===== src/rtl/uart_tx_fifo_drain.sv =====
// UART transmitter draining a sync FIFO: pops one byte per frame and serialises it LSB first.
// Optional even-parity bit enabled by defining UART_TX_PARITY_EN.
module uart_tx_fifo_drain #(
    parameter int unsigned DATA_BITS = 8,
    parameter int unsigned CLK_DIV   = 868,
    parameter int unsigned STOP_BITS = 1
) (
    input  logic                 clk_i,
    input  logic                 rst_ni,
    input  logic                 en_i,
    input  logic [DATA_BITS-1:0] fifo_rdata_i,
    input  logic                 fifo_empty_i,
    output logic                 fifo_re_o,
    output logic                 tx_o,
    output logic                 busy_o
);

    localparam int unsigned BaudW = (CLK_DIV > 1) ? $clog2(CLK_DIV) : 1;
    localparam int unsigned CntW  = $clog2(DATA_BITS);

    localparam logic [BaudW-1:0] BaudLast = BaudW'(CLK_DIV - 1);
    localparam logic [CntW-1:0]  DataLast = CntW'(DATA_BITS - 1);
    localparam logic [CntW-1:0]  StopLast = CntW'(STOP_BITS - 1);

    typedef enum logic [2:0] {
        StIdle,
        StStart,
        StData,
`ifdef UART_TX_PARITY_EN
        StParity,
`endif
        StStop
    } state_e;

    state_e               state_q;
    logic [BaudW-1:0]     baud_cnt_q;
    logic [CntW-1:0]      bit_cnt_q;
    logic [DATA_BITS-1:0] shift_q;
    logic                 tx_q;
    logic                 busy_q;
`ifdef UART_TX_PARITY_EN
    logic                 parity_q;
`endif

    logic baud_last;
    logic stop_done;
    logic pop;

    assign baud_last = (baud_cnt_q == BaudLast);
    assign stop_done = (state_q == StStop) && baud_last && (bit_cnt_q == StopLast);
    // Reset gating keeps the FIFO untouched while the block is held in reset.
    assign pop       = rst_ni & en_i & ~fifo_empty_i & ((state_q == StIdle) | stop_done);

    assign fifo_re_o = pop;
    assign tx_o      = tx_q;
    assign busy_o    = busy_q;

    // tx_q is loaded with the level of the state being entered, so it changes on the same edge.
    always_ff @(posedge clk_i or negedge rst_ni) begin
        if (!rst_ni) begin
            state_q    <= StIdle;
            baud_cnt_q <= '0;
            bit_cnt_q  <= '0;
            shift_q    <= '0;
            tx_q       <= 1'b1;
            busy_q     <= 1'b0;
`ifdef UART_TX_PARITY_EN
            parity_q   <= 1'b0;
`endif
        end else begin
            unique case (state_q)
                StIdle: begin
                    tx_q <= 1'b1;
                    if (pop) begin
                        state_q    <= StStart;
                        shift_q    <= fifo_rdata_i;
                        baud_cnt_q <= '0;
                        bit_cnt_q  <= '0;
                        tx_q       <= 1'b0;
                        busy_q     <= 1'b1;
`ifdef UART_TX_PARITY_EN
                        parity_q   <= ^fifo_rdata_i;
`endif
                    end
                end
                StStart: begin
                    if (baud_last) begin
                        baud_cnt_q <= '0;
                        bit_cnt_q  <= '0;
                        state_q    <= StData;
                        tx_q       <= shift_q[0];
                    end else begin
                        baud_cnt_q <= baud_cnt_q + BaudW'(1);
                    end
                end
                StData: begin
                    if (baud_last) begin
                        baud_cnt_q <= '0;
                        if (bit_cnt_q == DataLast) begin
                            bit_cnt_q <= '0;
`ifdef UART_TX_PARITY_EN
                            state_q   <= StParity;
                            tx_q      <= parity_q;
`else
                            state_q   <= StStop;
                            tx_q      <= 1'b1;
`endif
                        end else begin
                            bit_cnt_q <= bit_cnt_q + CntW'(1);
                            shift_q   <= shift_q >> 1;
                            tx_q      <= shift_q[1];
                        end
                    end else begin
                        baud_cnt_q <= baud_cnt_q + BaudW'(1);
                    end
                end
`ifdef UART_TX_PARITY_EN
                StParity: begin
                    if (baud_last) begin
                        baud_cnt_q <= '0;
                        bit_cnt_q  <= '0;
                        state_q    <= StStop;
                        tx_q       <= 1'b1;
                    end else begin
                        baud_cnt_q <= baud_cnt_q + BaudW'(1);
                    end
                end
`endif
                StStop: begin
                    if (baud_last) begin
                        baud_cnt_q <= '0;
                        if (bit_cnt_q == StopLast) begin
                            bit_cnt_q <= '0;
                            if (pop) begin
                                // Zero-gap back-to-back frame.
                                state_q  <= StStart;
                                shift_q  <= fifo_rdata_i;
                                tx_q     <= 1'b0;
                                busy_q   <= 1'b1;
`ifdef UART_TX_PARITY_EN
                                parity_q <= ^fifo_rdata_i;
`endif
                            end else begin
                                state_q <= StIdle;
                                tx_q    <= 1'b1;
                                busy_q  <= 1'b0;
                            end
                        end else begin
                            bit_cnt_q <= bit_cnt_q + CntW'(1);
                        end
                    end else begin
                        baud_cnt_q <= baud_cnt_q + BaudW'(1);
                    end
                end
                default: begin
                    state_q <= StIdle;
                    tx_q    <= 1'b1;
                    busy_q  <= 1'b0;
                end
            endcase
        end
    end

`ifndef SYNTHESIS
    a_no_pop_when_empty: assert property (@(posedge clk_i) disable iff (!rst_ni)
        fifo_re_o |-> !fifo_empty_i);
    a_baud_in_range: assert property (@(posedge clk_i) disable iff (!rst_ni)
        baud_cnt_q <= BaudLast);
    a_idle_line_high: assert property (@(posedge clk_i) disable iff (!rst_ni)
        (state_q == StIdle) |-> (tx_q && !busy_q));
`endif

endmodule

===== config.mk =====
export PLATFORM = sky130hd
export DESIGN_NAME = uart_tx_fifo_drain
export DESIGN_NICKNAME = d
export VERILOG_FILES = /design/src/rtl/uart_tx_fifo_drain.sv
export SDC_FILE = /design/constraint.sdc
export NUM_CORES = 1
export LEC_CHECK = 0
export BUFFER_PORTS_ARGS = -buffer_cell sky130_fd_sc_hd__buf_4
export CAP_MARGIN = 5
export CORE_UTILIZATION = 58
export CTS_CLUSTER_SIZE = 28
export DETAILED_ROUTE_END_ITERATION = 12
export HOLD_SLACK_MARGIN = 0.03
export PLACE_DENSITY_LB_ADDON = 0.12
export SLEW_MARGIN = 20
export SYNTH_ARGS = -nofsm -noshare
export SYNTH_HDL_FRONTEND = slang
export SYNTH_SLANG_ARGS = --single-unit

===== constraint.sdc =====
create_clock -name clk_i -period 4.1 [get_ports clk_i]
set_input_delay 0.82 -clock clk_i [delete_from_list [all_inputs] [get_ports clk_i]]
set_output_delay 0.82 -clock clk_i [all_outputs]
set_load 0.02 [all_outputs]

==> run_results.csv <==
group,metric,value,unit
setup_path,worstPathRequired,3.28,ns
setup_path,cp.arrival,2.08,ns
placement,gp_congestion,0.795,
pwr,switchingPower,0.0000827,W
cts,cts-root-buf,"clkbuf_4",
grt,antenna_found_initial,0,
worst_hold_path,hold_class,"in2async",
placement,preCtsSetupSlack,1.43,ns
placement,hpwlAfterDp,2540,um
setup_path,crit_cells,7,
synthesis,synth_top_family_by_area,"simple AND/OR/NAND/NOR gates",
setup_path,cp-start-kind,"flop",
setup_path,critical_path.top_delay_family,"buffers and inverters",
synthesis,synth_cell_types,43,
timing,report.final.slew_viol_count,0,
synthesis,yosysWarnings,0,
synthesis,synth_fa_ha_area_frac,0.0685,
timing,period_minus_slack,2.90,ns
synthesis,synth_cells,181,
pwr,combPwrFrac,0.040,
timing,hold_violations,0,
pwr,p_leak,0.793,nW
timing,rsz0062_at_grt,"no",
status,status,"complete, no violations",
cts,cts_post_setup_buffers_inserted,0,
finish,syn_to_final_growth,9.67,%
setup_path,cp-end-kind,"output pin",
pwr,pwr-share-clk,0.301,
setup_path,critPathKind,"reg2out",
drt,drc,0,
pwr,ir_worst_vdd,0.194,mV
timing,whs,0.374,ns
timing,fin_tns_setup,0,ns
timing,slew_headroom,0.388,
setup_path,cpMostUsedCell,"buf_4",
synthesis,seq_area_frac_synth,0.381,
setup_path,r2r_end,"shift_q[0]",
pwr,pwr-share-seq,0.660,
timing,fmax,0.345,GHz
timing,skew,0.00502,ns
cts,cts_tree,"built",
synthesis,synthXorXnorAreaFrac,0.00533,
placement,io_buffers,14,
cts,cts_hold_buf,0,
die,dieArea,3050,sq um
cts,clk_pin_slew_worst_paths,0.14,ns
drt,vias_per_cell,6.32,
run,maxCapViolCount,0,
cts,cts-htree-levels,1,
setup_path,critPathMaxFanout,11,
setup_path,critPathBufInv,3,
die,die_w,55.2,um
die,die_height,55.2,um
pwr,p_int,0.000291,W
grt,track_usage,0.228,
drt,drt_iter0_drc,72,
grt,grt_pass1_vias,1345,
drt,routed_wl,3460,um
synthesis,synth_area_per_cell,9.08,sq um
timing,worst_pin_slew,0.918,ns
setup_path,r2r_slack,1.49,ns
setup_path,crit_end,"fifo_re_o",
setup_path,slowest_stage,"dfrtp_1",
die,row_count,18,
synthesis,synthArstFlopShare,1.00,
synthesis,ys_seq_elements,25,
drt,detail_route.first_pass.iterations,4,
grt,grt_pass1_wl,5740,um
drt,avgRoutedWirePerCell,15.4,um
setup_path,cpPeakStageDelay,0.43,ns
timing,setup_viol,0,
pwr,p_per_area,207,nW/um^2
synthesis,synth_area,1640,sq um
die,core_region_area,2570,sq um
cts,cts_resized,0,
cts,clock_sinks,25,
synthesis,synth-simple-area-share,0.276,
pwr,swShare,0.221,
placement,dp.cells,221,
finish,antenna_cells,0,
setup_path,timing.rr.start,"state_q[0]",
synthesis,synth-main-ff-cell,"dfrtp_1",
finish,drive_gt1_frac,0.159,
grt,overflow,0,
synthesis,synth_compound_area_frac,0.176,
die,io_pins,15,
setup_path,cp-startpoint,"state_q[0]",
timing,worst_slack,1.20,ns
die,start_util,0.640,
synthesis,synthesis.nets,202,
timing,timing.final.crit_share,0.708,
drt,vias,1422,
cts,cts.path.max_buffers,2,
cts,numCtsBuffers,3,
finish,instances_no_fill,225,
setup_path,reg2regPathDepth,6,
synthesis,synth_edf_count,0,
drt,detail-route-antenna-nets,0,
finish,final_nets,217,
setup_path,worstPathCellList,"ha_1, and3b_1, and4_1, o21ai_0, buf_4, inv_1, buf_4",
synthesis,synth.area.mux_share,0.0563,
grt,grt_max_degree,30,
cts,clk_latency,0.32,ns
[power groups by stage]
stage                     sequential, W  combinational (W)  clock, W
after floorplan                0.000251         0.00000180         0
after global placement         0.000251          0.0000148         0
after detailed placement       0.000251          0.0000153         0
after CTS                      0.000247          0.0000153  0.000118
after global routing           0.000247          0.0000166  0.000123
final                          0.000247          0.0000148  0.000112
[state kept, by name, summed over array words and instances, names as in the netlist]
signal / count
baud_cnt_q: 10
bit_cnt_q: 3
busy_o: 1
shift_q: 8
state_q: 2
tx_o: 1
[synthesized netlist by cell type (all sizes together), types with 2 or more instances]
master | instances | area (sq um)
nor2b | 8 | 50.1
and4 | 3 | 28.8
o31ai | 4 | 30.0
ha | 9 | 113
nand2b | 2 | 12.5
mux2i | 7 | 70.1
nand3 | 21 | 105
or2 | 2 | 12.5
clkbuf | 3 | 11.3
nor4b | 7 | 61.3
and3 | 5 | 36.3
a31o | 2 | 17.5
a21oi | 4 | 20.0
buf | 3 | 15.0
o21ai | 27 | 139
inv | 9 | 33.8
dfrtp | 24 | 601
nor2 | 8 | 30.0
nand2 | 10 | 37.5
and2 | 3 | 18.8
nand3b | 2 | 15.0
a31oi | 2 | 12.5
nor3 | 2 | 10.0
mux2 | 2 | 22.5
[cells by family (layout without fill, tap and decap cells)]
group,Yosys count,after routing
buffers and inverters,15,29
and+or+nand+nor,77,77
muxes,9,9
adders and majority gates,9,9
DFF,25,25
AOI/OAI and AO/OA,45,45
xor gates and xnor gates,1,1
[final cells by class]
class | count | area, sq um
Clock buffer | 3 | 22.5
Fill cell | 217 | 764
Timing Repair Buffer | 16 | 120
Multi-Input combinational cell | 141 | 957
Tap cell | 30 | 37.5
Inverter | 9 | 33.8
Clock inverter | 1 | 5.00
Sequential cell | 25 | 627
[layout by cell type, fill, tap and decap left out, types with 2 or more instances in the layout]
cell type  count
and3_1         4
nor4b_1        7
ha_1           9
inv_1          8
and4_1         2
and2_1         3
a21oi_1        4
a31o_2         2
o21ai_0       25
mux2i_1        7
nand2_1       10
clkbuf_4       3
a31oi_1        2
nand3_1       21
buf_4         16
nand2b_1       2
nand3b_1       2
nor2b_1        8
o31ai_1        4
nor2_1         8
dfrtp_1       24
nor3_1         2
[worst register-to-register path, cell delays in order (launching register included)]
cell	delay, ns
dfrtp_1	0.43
inv_1	0.14
ha_1	0.78
a221o_1	0.64
nor2_1	0.26
nand3_1	0.15
nand3_1	0.11
[metal layers]
| layer | wire (um) | vias to the layer above | global-route usage |
|---|---|---|---|
| li1 | - | 694 | - |
| met1 | 1610 | 682 | 0.304 |
| met2 | 1680 | 42 | 0.398 |
| met3 | 141 | 4 | 0.0211 |
| met4 | 30 | 0 | 0.0607 |
| met5 | 0 | - | 0 |
[metrics by stage]
stage                util  total power, W  area (sq um)
finish              0.702        0.000374          1800
global route        0.702        0.000387          1800
CTS                 0.702        0.000380          1800
detailed placement  0.692        0.000267          1780
global placement    0.692        0.000266          1780
floorplan               -        0.000253          1640
[worst min-delay path by stage]
stage	startpoint	to	cells past startpoint
finish	rst_ni	baud_cnt_q[9]	1
global route	rst_ni	baud_cnt_q[6]	1
CTS	rst_ni	baud_cnt_q[8]	1
detailed placement	busy_o	busy_o	1
global placement	busy_o	busy_o	1
floorplan	baud_cnt_q[8]	baud_cnt_q[8]	1
Note: power is estimated with default switching activity, not from simulation.
